`config.mk`:
```
export PLATFORM = sky130hd
export DESIGN_NAME = parking_lot_controller
export DESIGN_NICKNAME = d
export VERILOG_FILES = /design/src/rtl/parking_lot_controller.sv
export SDC_FILE = /design/constraint.sdc
export NUM_CORES = 1
export LEC_CHECK = 0
export CAP_MARGIN = 40
export CELL_PAD_IN_SITES_DETAIL_PLACEMENT = 0
export CELL_PAD_IN_SITES_GLOBAL_PLACEMENT = 1
export CORE_ASPECT_RATIO = 0.5
export CORE_MARGIN = 2
export CORE_UTILIZATION = 43
export CTS_BUF_LIST = sky130_fd_sc_hd__clkbuf_4 sky130_fd_sc_hd__clkbuf_8 sky130_fd_sc_hd__clkbuf_16
export DETAILED_ROUTE_END_ITERATION = 8
export HOLD_SLACK_MARGIN = 0.03
export PLACE_DENSITY = 0.93
export SLEW_MARGIN = 25
export SYNTH_ARGS = -nofsm -noshare
export SYNTH_HDL_FRONTEND = slang
export SYNTH_SLANG_ARGS = --single-unit
export TNS_END_PERCENT = 50
```
`constraint.sdc`:
```
create_clock -name clk -period 5.5 [get_ports clk]
set_input_delay 1.375 -clock clk [delete_from_list [all_inputs] [get_ports clk]]
set_output_delay 1.375 -clock clk [all_outputs]
set_load 0.01 [all_outputs]
```
`src/rtl/parking_lot_controller.sv`:
```
// -----------------------------------------------------------------------------
// parking_lot_controller
//
// Controls one entry gate and one exit gate over a lot of MAX_CAPACITY spaces.
// The entry lane runs a password FSM with bounded retries and a timed lockout.
// The exit lane runs an independent two-state FSM. Both gates are held open for
// GATE_CYCLES cycles per grant. A saturating occupancy counter tracks the lot
// and can be overwritten through an admin load port.
//
// Ports
//   clk              : system clock, rising edge
//   rstn             : asynchronous active-low reset
//   vehicle_at_entry : level, vehicle present at the entry lane
//   vehicle_at_exit  : level, vehicle present at the exit lane
//   pass_valid       : 1-cycle strobe, password attempt presented
//   pass_ok          : attempt correct, sampled only with pass_valid
//   load_en          : admin overwrite of occupancy this cycle
//   load_value       : admin occupancy value (saturated to MAX_CAPACITY)
//   entry_gate       : entry barrier open
//   exit_gate        : exit barrier open
//   entry_led        : red lamp, entry FSM in ERROR, LOCK or FULL
//   exit_led         : green lamp, mirrors exit_gate
//   state            : entry FSM state encoding
//   vehicle_count    : current occupancy
//   free_slots       : MAX_CAPACITY - vehicle_count
//   full / empty     : occupancy at capacity / at zero
//   locked           : entry FSM in LOCK
//
// Every output is driven straight from a flop; there is no combinational path
// from any input to any output.
// -----------------------------------------------------------------------------
module parking_lot_controller #(
  parameter int MAX_CAPACITY   = 100,
  parameter int CNT_W          = 8,
  parameter int GATE_CYCLES    = 4,
  parameter int MAX_TRIES      = 3,
  parameter int LOCKOUT_CYCLES = 16
) (
  input  logic             clk,
  input  logic             rstn,
  input  logic             vehicle_at_entry,
  input  logic             vehicle_at_exit,
  input  logic             pass_valid,
  input  logic             pass_ok,
  input  logic             load_en,
  input  logic [CNT_W-1:0] load_value,
  output logic             entry_gate,
  output logic             exit_gate,
  output logic             entry_led,
  output logic             exit_led,
  output logic [2:0]       state,
  output logic [CNT_W-1:0] vehicle_count,
  output logic [CNT_W-1:0] free_slots,
  output logic             full,
  output logic             empty,
  output logic             locked
);

  // Entry FSM encoding (visible on the state port)
  localparam logic [2:0] S_IDLE  = 3'd0;
  localparam logic [2:0] S_WAIT  = 3'd1;
  localparam logic [2:0] S_ERROR = 3'd2;
  localparam logic [2:0] S_OPEN  = 3'd3;
  localparam logic [2:0] S_LOCK  = 3'd4;
  localparam logic [2:0] S_FULL  = 3'd5;

  // Exit FSM encoding
  localparam logic X_IDLE = 1'b0;
  localparam logic X_OPEN = 1'b1;

  // Timers count down from N-1 to 0, so they only need to hold N-1.
  localparam int GT_W = (GATE_CYCLES > 1) ? $clog2(GATE_CYCLES) : 1;
  localparam int LT_W = (LOCKOUT_CYCLES > 1) ? $clog2(LOCKOUT_CYCLES) : 1;
  localparam int TR_W = $clog2(MAX_TRIES + 1);

  localparam logic [CNT_W-1:0] MAX_CNT   = CNT_W'(MAX_CAPACITY);
  localparam logic [CNT_W-1:0] ZERO_CNT  = {CNT_W{1'b0}};
  localparam logic [CNT_W-1:0] ONE_CNT   = CNT_W'(1);
  localparam logic [GT_W-1:0]  GATE_LOAD = GT_W'(GATE_CYCLES - 1);
  localparam logic [GT_W-1:0]  GT_ZERO   = {GT_W{1'b0}};
  localparam logic [GT_W-1:0]  GT_ONE    = GT_W'(1);
  localparam logic [LT_W-1:0]  LOCK_LOAD = LT_W'(LOCKOUT_CYCLES - 1);
  localparam logic [LT_W-1:0]  LT_ZERO   = {LT_W{1'b0}};
  localparam logic [LT_W-1:0]  LT_ONE    = LT_W'(1);
  localparam logic [TR_W-1:0]  TRY_LAST  = TR_W'(MAX_TRIES - 1);
  localparam logic [TR_W-1:0]  TR_ZERO   = {TR_W{1'b0}};
  localparam logic [TR_W-1:0]  TR_ONE    = TR_W'(1);

  logic [2:0]       state_r, state_nxt_s;
  logic             x_state_r, x_state_nxt_s;
  logic [GT_W-1:0]  gate_tmr_r, gate_tmr_nxt_s;
  logic [GT_W-1:0]  x_tmr_r, x_tmr_nxt_s;
  logic [LT_W-1:0]  lock_tmr_r, lock_tmr_nxt_s;
  logic [TR_W-1:0]  tries_r, tries_nxt_s;
  logic             inc_s, dec_s;
  logic [CNT_W-1:0] count_r, count_nxt_s;
  logic [CNT_W-1:0] free_r;
  logic             full_r, empty_r;
  logic             entry_gate_r, exit_gate_r, entry_led_r, locked_r;

  // Entry FSM next-state, retry counter, gate and lockout timers
  always_comb begin
    state_nxt_s    = state_r;
    gate_tmr_nxt_s = gate_tmr_r;
    lock_tmr_nxt_s = lock_tmr_r;
    tries_nxt_s    = tries_r;
    inc_s          = 1'b0;
    case (state_r)
      S_IDLE: begin
        if (vehicle_at_entry) begin
          state_nxt_s = full_r ? S_FULL : S_WAIT;
        end else begin
          state_nxt_s = S_IDLE;
        end
      end
      S_WAIT: begin
        // A password attempt outranks the vehicle leaving in the same cycle.
        if (pass_valid) begin
          if (pass_ok) begin
            if (!full_r) begin
              state_nxt_s    = S_OPEN;
              inc_s          = 1'b1;
              tries_nxt_s    = TR_ZERO;
              gate_tmr_nxt_s = GATE_LOAD;
            end else begin
              state_nxt_s = S_FULL;
            end
          end else begin
            tries_nxt_s = tries_r + TR_ONE;
            if (tries_r == TRY_LAST) begin
              state_nxt_s    = S_LOCK;
              lock_tmr_nxt_s = LOCK_LOAD;
            end else begin
              state_nxt_s = S_ERROR;
            end
          end
        end else if (!vehicle_at_entry) begin
          state_nxt_s = S_IDLE;
          tries_nxt_s = TR_ZERO;
        end else begin
          state_nxt_s = S_WAIT;
        end
      end
      S_ERROR: begin
        state_nxt_s = S_WAIT;
      end
      S_OPEN: begin
        if (gate_tmr_r == GT_ZERO) begin
          state_nxt_s = S_IDLE;
        end else begin
          gate_tmr_nxt_s = gate_tmr_r - GT_ONE;
        end
      end
      S_LOCK: begin
        if (lock_tmr_r == LT_ZERO) begin
          state_nxt_s = S_IDLE;
          tries_nxt_s = TR_ZERO;
        end else begin
          lock_tmr_nxt_s = lock_tmr_r - LT_ONE;
        end
      end
      S_FULL: begin
        if (!vehicle_at_entry) begin
          state_nxt_s = S_IDLE;
        end else if (!full_r) begin
          state_nxt_s = S_WAIT;
        end else begin
          state_nxt_s = S_FULL;
        end
      end
      default: begin
        state_nxt_s = S_IDLE;
        tries_nxt_s = TR_ZERO;
      end
    endcase
  end

  // Exit FSM next-state and exit gate timer; an exit request on an empty lot is ignored
  always_comb begin
    x_state_nxt_s = x_state_r;
    x_tmr_nxt_s   = x_tmr_r;
    dec_s         = 1'b0;
    case (x_state_r)
      X_IDLE: begin
        if (vehicle_at_exit && !empty_r) begin
          x_state_nxt_s = X_OPEN;
          x_tmr_nxt_s   = GATE_LOAD;
          dec_s         = 1'b1;
        end else begin
          x_state_nxt_s = X_IDLE;
        end
      end
      X_OPEN: begin
        if (x_tmr_r == GT_ZERO) begin
          x_state_nxt_s = X_IDLE;
        end else begin
          x_tmr_nxt_s = x_tmr_r - GT_ONE;
        end
      end
      default: begin
        x_state_nxt_s = X_IDLE;
      end
    endcase
  end

  // Occupancy next value: admin load first, then a lone inc or dec; both cancel
  always_comb begin
    count_nxt_s = count_r;
    if (load_en) begin
      count_nxt_s = (load_value > MAX_CNT) ? MAX_CNT : load_value;
    end else if (inc_s && !dec_s) begin
      count_nxt_s = (count_r < MAX_CNT) ? (count_r + ONE_CNT) : count_r;
    end else if (dec_s && !inc_s) begin
      count_nxt_s = (count_r != ZERO_CNT) ? (count_r - ONE_CNT) : count_r;
    end else begin
      count_nxt_s = count_r;
    end
  end

  // State, timers, counter and all output flops
  always_ff @(posedge clk or negedge rstn) begin
    if (!rstn) begin
      state_r      <= S_IDLE;
      x_state_r    <= X_IDLE;
      gate_tmr_r   <= GT_ZERO;
      x_tmr_r      <= GT_ZERO;
      lock_tmr_r   <= LT_ZERO;
      tries_r      <= TR_ZERO;
      count_r      <= ZERO_CNT;
      free_r       <= MAX_CNT;
      full_r       <= 1'b0;
      empty_r      <= 1'b1;
      entry_gate_r <= 1'b0;
      exit_gate_r  <= 1'b0;
      entry_led_r  <= 1'b0;
      locked_r     <= 1'b0;
    end else begin
      state_r      <= state_nxt_s;
      x_state_r    <= x_state_nxt_s;
      gate_tmr_r   <= gate_tmr_nxt_s;
      x_tmr_r      <= x_tmr_nxt_s;
      lock_tmr_r   <= lock_tmr_nxt_s;
      tries_r      <= tries_nxt_s;
      count_r      <= count_nxt_s;
      // Status flags derive from the same next value so they never lag the count.
      free_r       <= MAX_CNT - count_nxt_s;
      full_r       <= (count_nxt_s == MAX_CNT);
      empty_r      <= (count_nxt_s == ZERO_CNT);
      entry_gate_r <= (state_nxt_s == S_OPEN);
      exit_gate_r  <= (x_state_nxt_s == X_OPEN);
      entry_led_r  <= (state_nxt_s == S_ERROR) || (state_nxt_s == S_LOCK) ||
                      (state_nxt_s == S_FULL);
      locked_r     <= (state_nxt_s == S_LOCK);
    end
  end

  assign state         = state_r;
  assign vehicle_count = count_r;
  assign free_slots    = free_r;
  assign full          = full_r;
  assign empty         = empty_r;
  assign entry_gate    = entry_gate_r;
  assign exit_gate     = exit_gate_r;
  assign exit_led      = exit_gate_r;
  assign entry_led     = entry_led_r;
  assign locked        = locked_r;

endmodule
```
Yosys cells after proc, flatten, opt, wreduce, memory -nomap -nowiden --
Cells that the tools add are included.
Word-level totals: register bits after elaboration 35, bits in latches 0, RAM bits 0, memory bits (read-only) 0, input bits 15, output and inout port bits 26, logic and storage cells 112, memories 0
Operators by class: add/subtract/negate cells 7, $mul 0, div/mod/pow operators 0, order comparisons 2, eq/ne operators 23, shifts and indexed selects 0, mux-type cells 43, bitwise gates (word level) 2, reductions and logical operators 22
Operators by type and width (number):
- $mux 8 | 6
- $mux 3 | 8
- $mux 2 | 11
- $ne 2x2->1 const B | 10
- $mux 4 | 4
- $pmux 3 s5 | 1
- $eq 3x2->1 const B | 4
- $eq 3x3->1 const B | 4
- $reduce_and 5->1 | 2
- $add 8x1->8 const B | 1
- $eq 8x7->1 const B | 1
- $gt 8x7->1 const B | 1
- $logic_not 8->1 | 1
- $lt 8x7->1 const B | 1
- $mux 1 | 8
- $pmux 2 s2 | 2
- $pmux 4 s2 | 1
- $reduce_bool 8->1 | 1
- $sub 7x8->8 const A | 1
- $sub 8x1->8 const B | 1
- $pmux 2 s3 | 1
- $logic_not 2->1 | 2
- $logic_not 4->1 | 1
- $ne 4x4->1 const B | 1
- other kinds (17) | 25

Longest topological paths before layout --
word-level depth 10, gate-level depth with buffers 12, depth with buffers taken out 12

Worst setup path after synthesis --
OpenSTA, ideal clock, no wires.
path type input -> register, start point in vehicle_at_exit, end point reg free_r[6], in the netlist free_slots[6], library setup time 75 ps, data arrival time 3305 ps, data required time 5425 ps, slack 2120 ps, cell stages on the path 9, buffers on the path 1, cell sequence or3b_1 -> clkbuf_1 -> o31a_1 -> o32a_1 -> o21a_1 -> ha_1 -> nand3b_1 -> a21boi_1 -> xnor2_1
On the way: cells in the longest elaborated chain, start to end 8, elaborated cells on any way between the ends 10, classes of those cells add/sub: 1; mux: 5; reduce/logical: 4
Ends and longest elaborated chain:
- start, declared | RTL line 42 | input logic vehicle_at_exit,
- $logic_and 1x1->1 (*) | RTL line 185 | if (vehicle_at_exit && !empty_r) begin
- $mux 1 (*) | RTL line 185
- $mux 1 (*) | RTL line 183 | case (x_state_r)
- $logic_and 1x1->1 / $logic_not 1->1 (equally long branches) | RTL line 213, 211
- $mux 8 / $logic_and 1x1->1 (equally long branches) | RTL line 213, 211
- $mux 8 (*) | RTL line 211 | end else if (inc_s && !dec_s) begin
- $mux 8 (*) | RTL line 209 | if (load_en) begin
- $sub 7x8->8 (*) | RTL line 246 | free_r <= MAX_CNT - count_nxt_s;
- end signal, assigned | RTL line 246
- end, declared | RTL line 97 | logic [CNT_W-1:0] free_r;
Mark *: on every way between the ends. The rest lies on a longest branch, timed or not. A chain may end at the register's enable or synchronous reset.

Final worst setup path --
start point in pass_ok, end point reg free_r[4], in the netlist free_slots[4]
On the way: cells in the longest elaborated chain, start to end 9, elaborated cells on any way between the ends 10, classes of those cells add/sub: 1; mux: 6; reduce/logical: 3
Ends and longest elaborated chain:
- start, declared | RTL line 44 | input logic pass_ok,
- $mux 1 (*) | RTL line 119 | if (pass_ok) begin
- $mux 1 (*) | RTL line 118 | if (pass_valid) begin
- $mux 1 (*) | RTL line 108 | case (state_r)
- $logic_not 1->1 | RTL line 213 | end else if (dec_s && !inc_s) begin
- $logic_and 1x1->1 | RTL line 213
- $mux 8 | RTL line 213
- $mux 8 (*) | RTL line 211
- $mux 8 (*) | RTL line 209
- $sub 7x8->8 (*) | RTL line 246
Marks and branches as above.

==> summary.txt <==
========================================================================================
Number of instances on the worst hold path ................................            1
Number of max-slew violations in the final report .........................            0
CTS tree ..................................................................         done
Hold-fix buffers at CTS ...................................................            0
Crit Path Max Fanout ......................................................            6
Clock latency on the worst-skew pair ......................................      0.28 ns
Setup repair after global routing missed its margin .......................        false
Flop pwr share ............................................................        0.353
Class of the tightest hold or removal check ...............................      reg2reg
Area growth, synth to finish ..............................................        23.1%
FF+latch count, synth .....................................................           34
# diodes ..................................................................            0
Worst setup path start ....................................................      pass_ok
Fraction of layout cells with a size suffix above 1 .......................       0.0954
Root buffer cell .......................................................... sky130_fd_sc_hd__clkbuf_8
Mapped cell area ..........................................................   2230 sq um
CORE AREA .................................................................   4950 sq um
Pin count of the biggest net entering global routing ......................           35
Number of global-route vias before repair .................................        1,856
EDFF count, synth .........................................................            0
Total number of clock tree sinks ..........................................           34
Footprint of the multi-input gates ........................................   1230 sq um
Crit path required time ...................................................      5.67 ns
Worst Reg-to-Reg Cells ....................................................           12
Leading cell types by total area after synthesis .......................... sky130_fd_sc_hd__dfrtp_1 (34%), sky130_fd_sc_hd__dfstp_2 (4.7%), sky130_fd_sc_hd__nand2_1 (4.5%)
Wire length of the first global-routing pass .............................. 8490 microns
Buffer depth of the longest clock path ....................................            2
Number of nets in the finished design .....................................          304
FMAX ......................................................................      267 MHz
Number of nets still failing antenna checks after routing .................            0
Final Core Density ........................................................        0.554
Total via count after detailed routing ....................................        1,932
Combinational cell fraction of total power ................................        0.495
Initial core utilization ..................................................        0.450
Sequential cell area ......................................................    856 sq um
HPWL after detailed placement ............................................. 3940 microns
Internal power summed over all cells ......................................   0.000755 W
Post-synthesis cell type with the largest combined area ................... sky130_fd_sc_hd__dfrtp_1
Number of max-cap violations ..............................................            0
Total design power ........................................................    0.00126 W
Net switching share of the total power ....................................        0.402
Worst setup EP type .......................................................         flop
Worst-case register-to-register setup slack ...............................      2.48 ns
Critical register-to-register path endpoint ............................... free_slots[4]$_DFF_PN0_
Clk_skew ..................................................................   0.00215 ns
Remaining global-route overflow ...........................................            0
Pin slew with the least headroom to its limit .............................     0.594 ns
Launch point of the worst reg-to-reg path ................................. free_slots[0]$_DFF_PN0_
Top-area cell type share of the netlist area ..............................        0.337
IR Drop Worst-Case VDD ....................................................     0.155 mV
Tmin final ................................................................      3.75 ns
DRC violations left .......................................................            0
Number of antenna violations at the first check in global routing .........            0
Chip width ................................................................  106 microns
Static power due to leakage ...............................................      1.18 nW
Row count .................................................................           18
Synth warnings ............................................................            0
Initial detailed-routing violation count ..................................          258
Post-CTS sizing ...........................................................            0
Average cell area after synthesis .........................................   9.06 sq um
Sum Neg Setup Slack .......................................................         0 ns
1st-pass router iterations ................................................            4
Outcome ................................................................... finished clean
Area enclosed by the die boundary .........................................   5810 sq um
Top-level port count ......................................................           41
Port bufs .................................................................           40
Overall track demand over capacity in global routing ......................        0.192
Switching pwr .............................................................   0.000507 W
Number of filler cells placed in the layout ...............................          468
Slew HR ...................................................................        0.601
Number of nets in the synthesized netlist .................................          268
End point of the critical path ............................................ free_slots[4]$_DFF_PN0_
Die Y ..................................................................... 54.9 microns
Count of final setup violators ............................................            0
Clk pin slew, worst setup/hold paths ......................................      0.07 ns
Fraction of the yosys area taken by sequential cells ......................        0.384
Last weighted congestion value of the routability-driven placer ...........        0.856
Post-CTS Setup Repair Bufs ................................................            0
Share of power burned in the clock network ................................        0.152
Type of element launching the critical path ............................... primary input
DR vias/cell ..............................................................         5.47
Mean routed wirelength per cell ........................................... 14.6 microns
Netlist cell types ........................................................           62
Post-synth ARST share .....................................................         1.00
Portion of the clock cycle consumed by the worst path in the final layout .        0.682
Arr. time, crit path ......................................................      3.92 ns
CTS buffer count ..........................................................            5
Final Routed Wirelength ................................................... 5160 microns
Gate count after technology mapping .......................................          246
Hold violation count in the final report ..................................            0
Flip-flop cell with the highest count after synthesis ..................... sky130_fd_sc_hd__dfrtp_1
Kind of critical path .....................................................       in2reg
H-tree lvl count ..........................................................            2
Pwr per Cell Area .........................................................  460 nW/um^2
========================================================================================
==> cells in the final DEF, fill, tap and decap left out, types with 7 or more instances in the layout <==
cell type	instances
sky130_fd_sc_hd__o21ai_0	15
sky130_fd_sc_hd__nor2_1	16
sky130_fd_sc_hd__a21oi_1	9
sky130_fd_sc_hd__nor3_1	9
sky130_fd_sc_hd__inv_1	19
sky130_fd_sc_hd__nand2_1	27
sky130_fd_sc_hd__ha_1	7
sky130_fd_sc_hd__clkdlybuf4s50_1	40
sky130_fd_sc_hd__nand2b_1	8
sky130_fd_sc_hd__dfrtp_1	30
==> stage by stage <==
stage	hold slack, ns	area [sq um]	worst slack (ns)	std cells
floorplan	0.440	2230	2.12	246
detailed placement	0.471	2650	1.50	345
global placement	0.452	2650	1.56	345
finish	0.475	2740	1.75	353
CTS	0.481	2740	1.80	353
global route	0.502	2740	1.57	353
==> Yosys cell counts, types with 3 or more instances <==
| cell | instances |
|---|---|
| sky130_fd_sc_hd__a21oi_1 | 9 |
| sky130_fd_sc_hd__and2_1 | 4 |
| sky130_fd_sc_hd__and3_1 | 3 |
| sky130_fd_sc_hd__and3b_1 | 3 |
| sky130_fd_sc_hd__buf_4 | 3 |
| sky130_fd_sc_hd__clkbuf_1 | 6 |
| sky130_fd_sc_hd__dfrtp_1 | 30 |
| sky130_fd_sc_hd__dfstp_2 | 4 |
| sky130_fd_sc_hd__ha_1 | 7 |
| sky130_fd_sc_hd__inv_1 | 19 |
| sky130_fd_sc_hd__mux2i_1 | 4 |
| sky130_fd_sc_hd__nand2_1 | 27 |
| sky130_fd_sc_hd__nand2b_1 | 8 |
| sky130_fd_sc_hd__nand3_1 | 6 |
| sky130_fd_sc_hd__nor2_1 | 16 |
| sky130_fd_sc_hd__nor2b_1 | 4 |
| sky130_fd_sc_hd__nor3_1 | 9 |
| sky130_fd_sc_hd__nor3b_1 | 3 |
| sky130_fd_sc_hd__o211ai_1 | 4 |
| sky130_fd_sc_hd__o21ai_0 | 15 |
| sky130_fd_sc_hd__xnor2_1 | 3 |
| sky130_fd_sc_hd__xor2_1 | 6 |
==> power groups by stage <==
stage | registers, W | clock network (W) | logic, W
5_1_grt | 0.000463 | 0.000209 | 0.000694
3_3_place_gp | 0.000445 | 0 | 0.000614
6_report | 0.000446 | 0.000192 | 0.000624
2_1_floorplan | 0.000436 | 0 | 0.000420
4_1_cts | 0.000446 | 0.000195 | 0.000625
3_5_place_dp | 0.000450 | 0 | 0.000622
==> routing by layer <==
| layer | wire length (microns) | vias to the layer above | GRT usage |
|---|---|---|---|
| li1 | - | 947 | - |
| met1 | 2420 | 913 | 0.245 |
| met2 | 2380 | 64 | 0.333 |
| met3 | 297 | 8 | 0.0480 |
| met4 | 63 | 0 | 0.0592 |
| met5 | 0 | - | 0 |
==> cell type report <==
type | count | share of cell area
clock buffers | 8 | 0.0333
inverters | 19 | 0.0260
multi-input cells | 181 | 0.448
flip-flops and latches | 34 | 0.312
well taps | 70 | 0.0319
repair buffers | 41 | 0.149
==> registers in the layout (all words and copies together), names as in the netlist <==
| register | cells |
|---|---|
| empty | 1 |
| entry_gate | 1 |
| entry_led | 1 |
| exit_gate | 1 |
| free_slots | 8 |
| full | 1 |
| gate_tmr_r | 2 |
| lock_tmr_r | 4 |
| locked | 1 |
| state | 3 |
| tries_r | 2 |
| vehicle_count | 7 |
| x_tmr_r | 2 |
==> worst max-delay path: stages <==
cell and delay (ns):
sky130_fd_sc_hd__clkdlybuf4s50_1 0.59, sky130_fd_sc_hd__nand3b_1 0.31, sky130_fd_sc_hd__nor2_2 0.31, sky130_fd_sc_hd__nor3_1 0.10, sky130_fd_sc_hd__o21ai_0 0.26, sky130_fd_sc_hd__nand2b_1 0.09, sky130_fd_sc_hd__a21boi_0 0.26, sky130_fd_sc_hd__ha_1 0.23
sky130_fd_sc_hd__nand3b_1 0.17, sky130_fd_sc_hd__nand2b_1 0.08, sky130_fd_sc_hd__xor2_1 0.14
==> cell families (layout without fill, tap and decap cells) <==
logic type | after synthesis | after routing | synth area share
adders and majority gates | 7 | 7 | 0.0393
xor gates and xnor gates | 9 | 9 | 0.0354
muxes | 4 | 4 | 0.0180
and+or+nand+nor | 103 | 103 | 0.266
DFF | 34 | 34 | 0.384
AOI/OAI and AO/OA | 58 | 58 | 0.193
buffers and inverters | 31 | 68 | 0.0646
==> worst min path at each step <==
stage / slack, ns / startpoint / endpoint
6_report: 0.47 / gate_tmr_r[0]$_DFFE_PN0P_ / gate_tmr_r[0]$_DFFE_PN0P_
3_3_place_gp: 0.45 / gate_tmr_r[0]$_DFFE_PN0P_ / gate_tmr_r[0]$_DFFE_PN0P_
2_1_floorplan: 0.44 / gate_tmr_r[0]$_DFFE_PN0P_ / gate_tmr_r[0]$_DFFE_PN0P_
3_5_place_dp: 0.47 / gate_tmr_r[0]$_DFFE_PN0P_ / gate_tmr_r[0]$_DFFE_PN0P_
5_1_grt: 0.50 / gate_tmr_r[0]$_DFFE_PN0P_ / gate_tmr_r[0]$_DFFE_PN0P_
4_1_cts: 0.48 / gate_tmr_r[0]$_DFFE_PN0P_ / gate_tmr_r[0]$_DFFE_PN0P_
No activity file was read; power rests on OpenSTA's default activity.
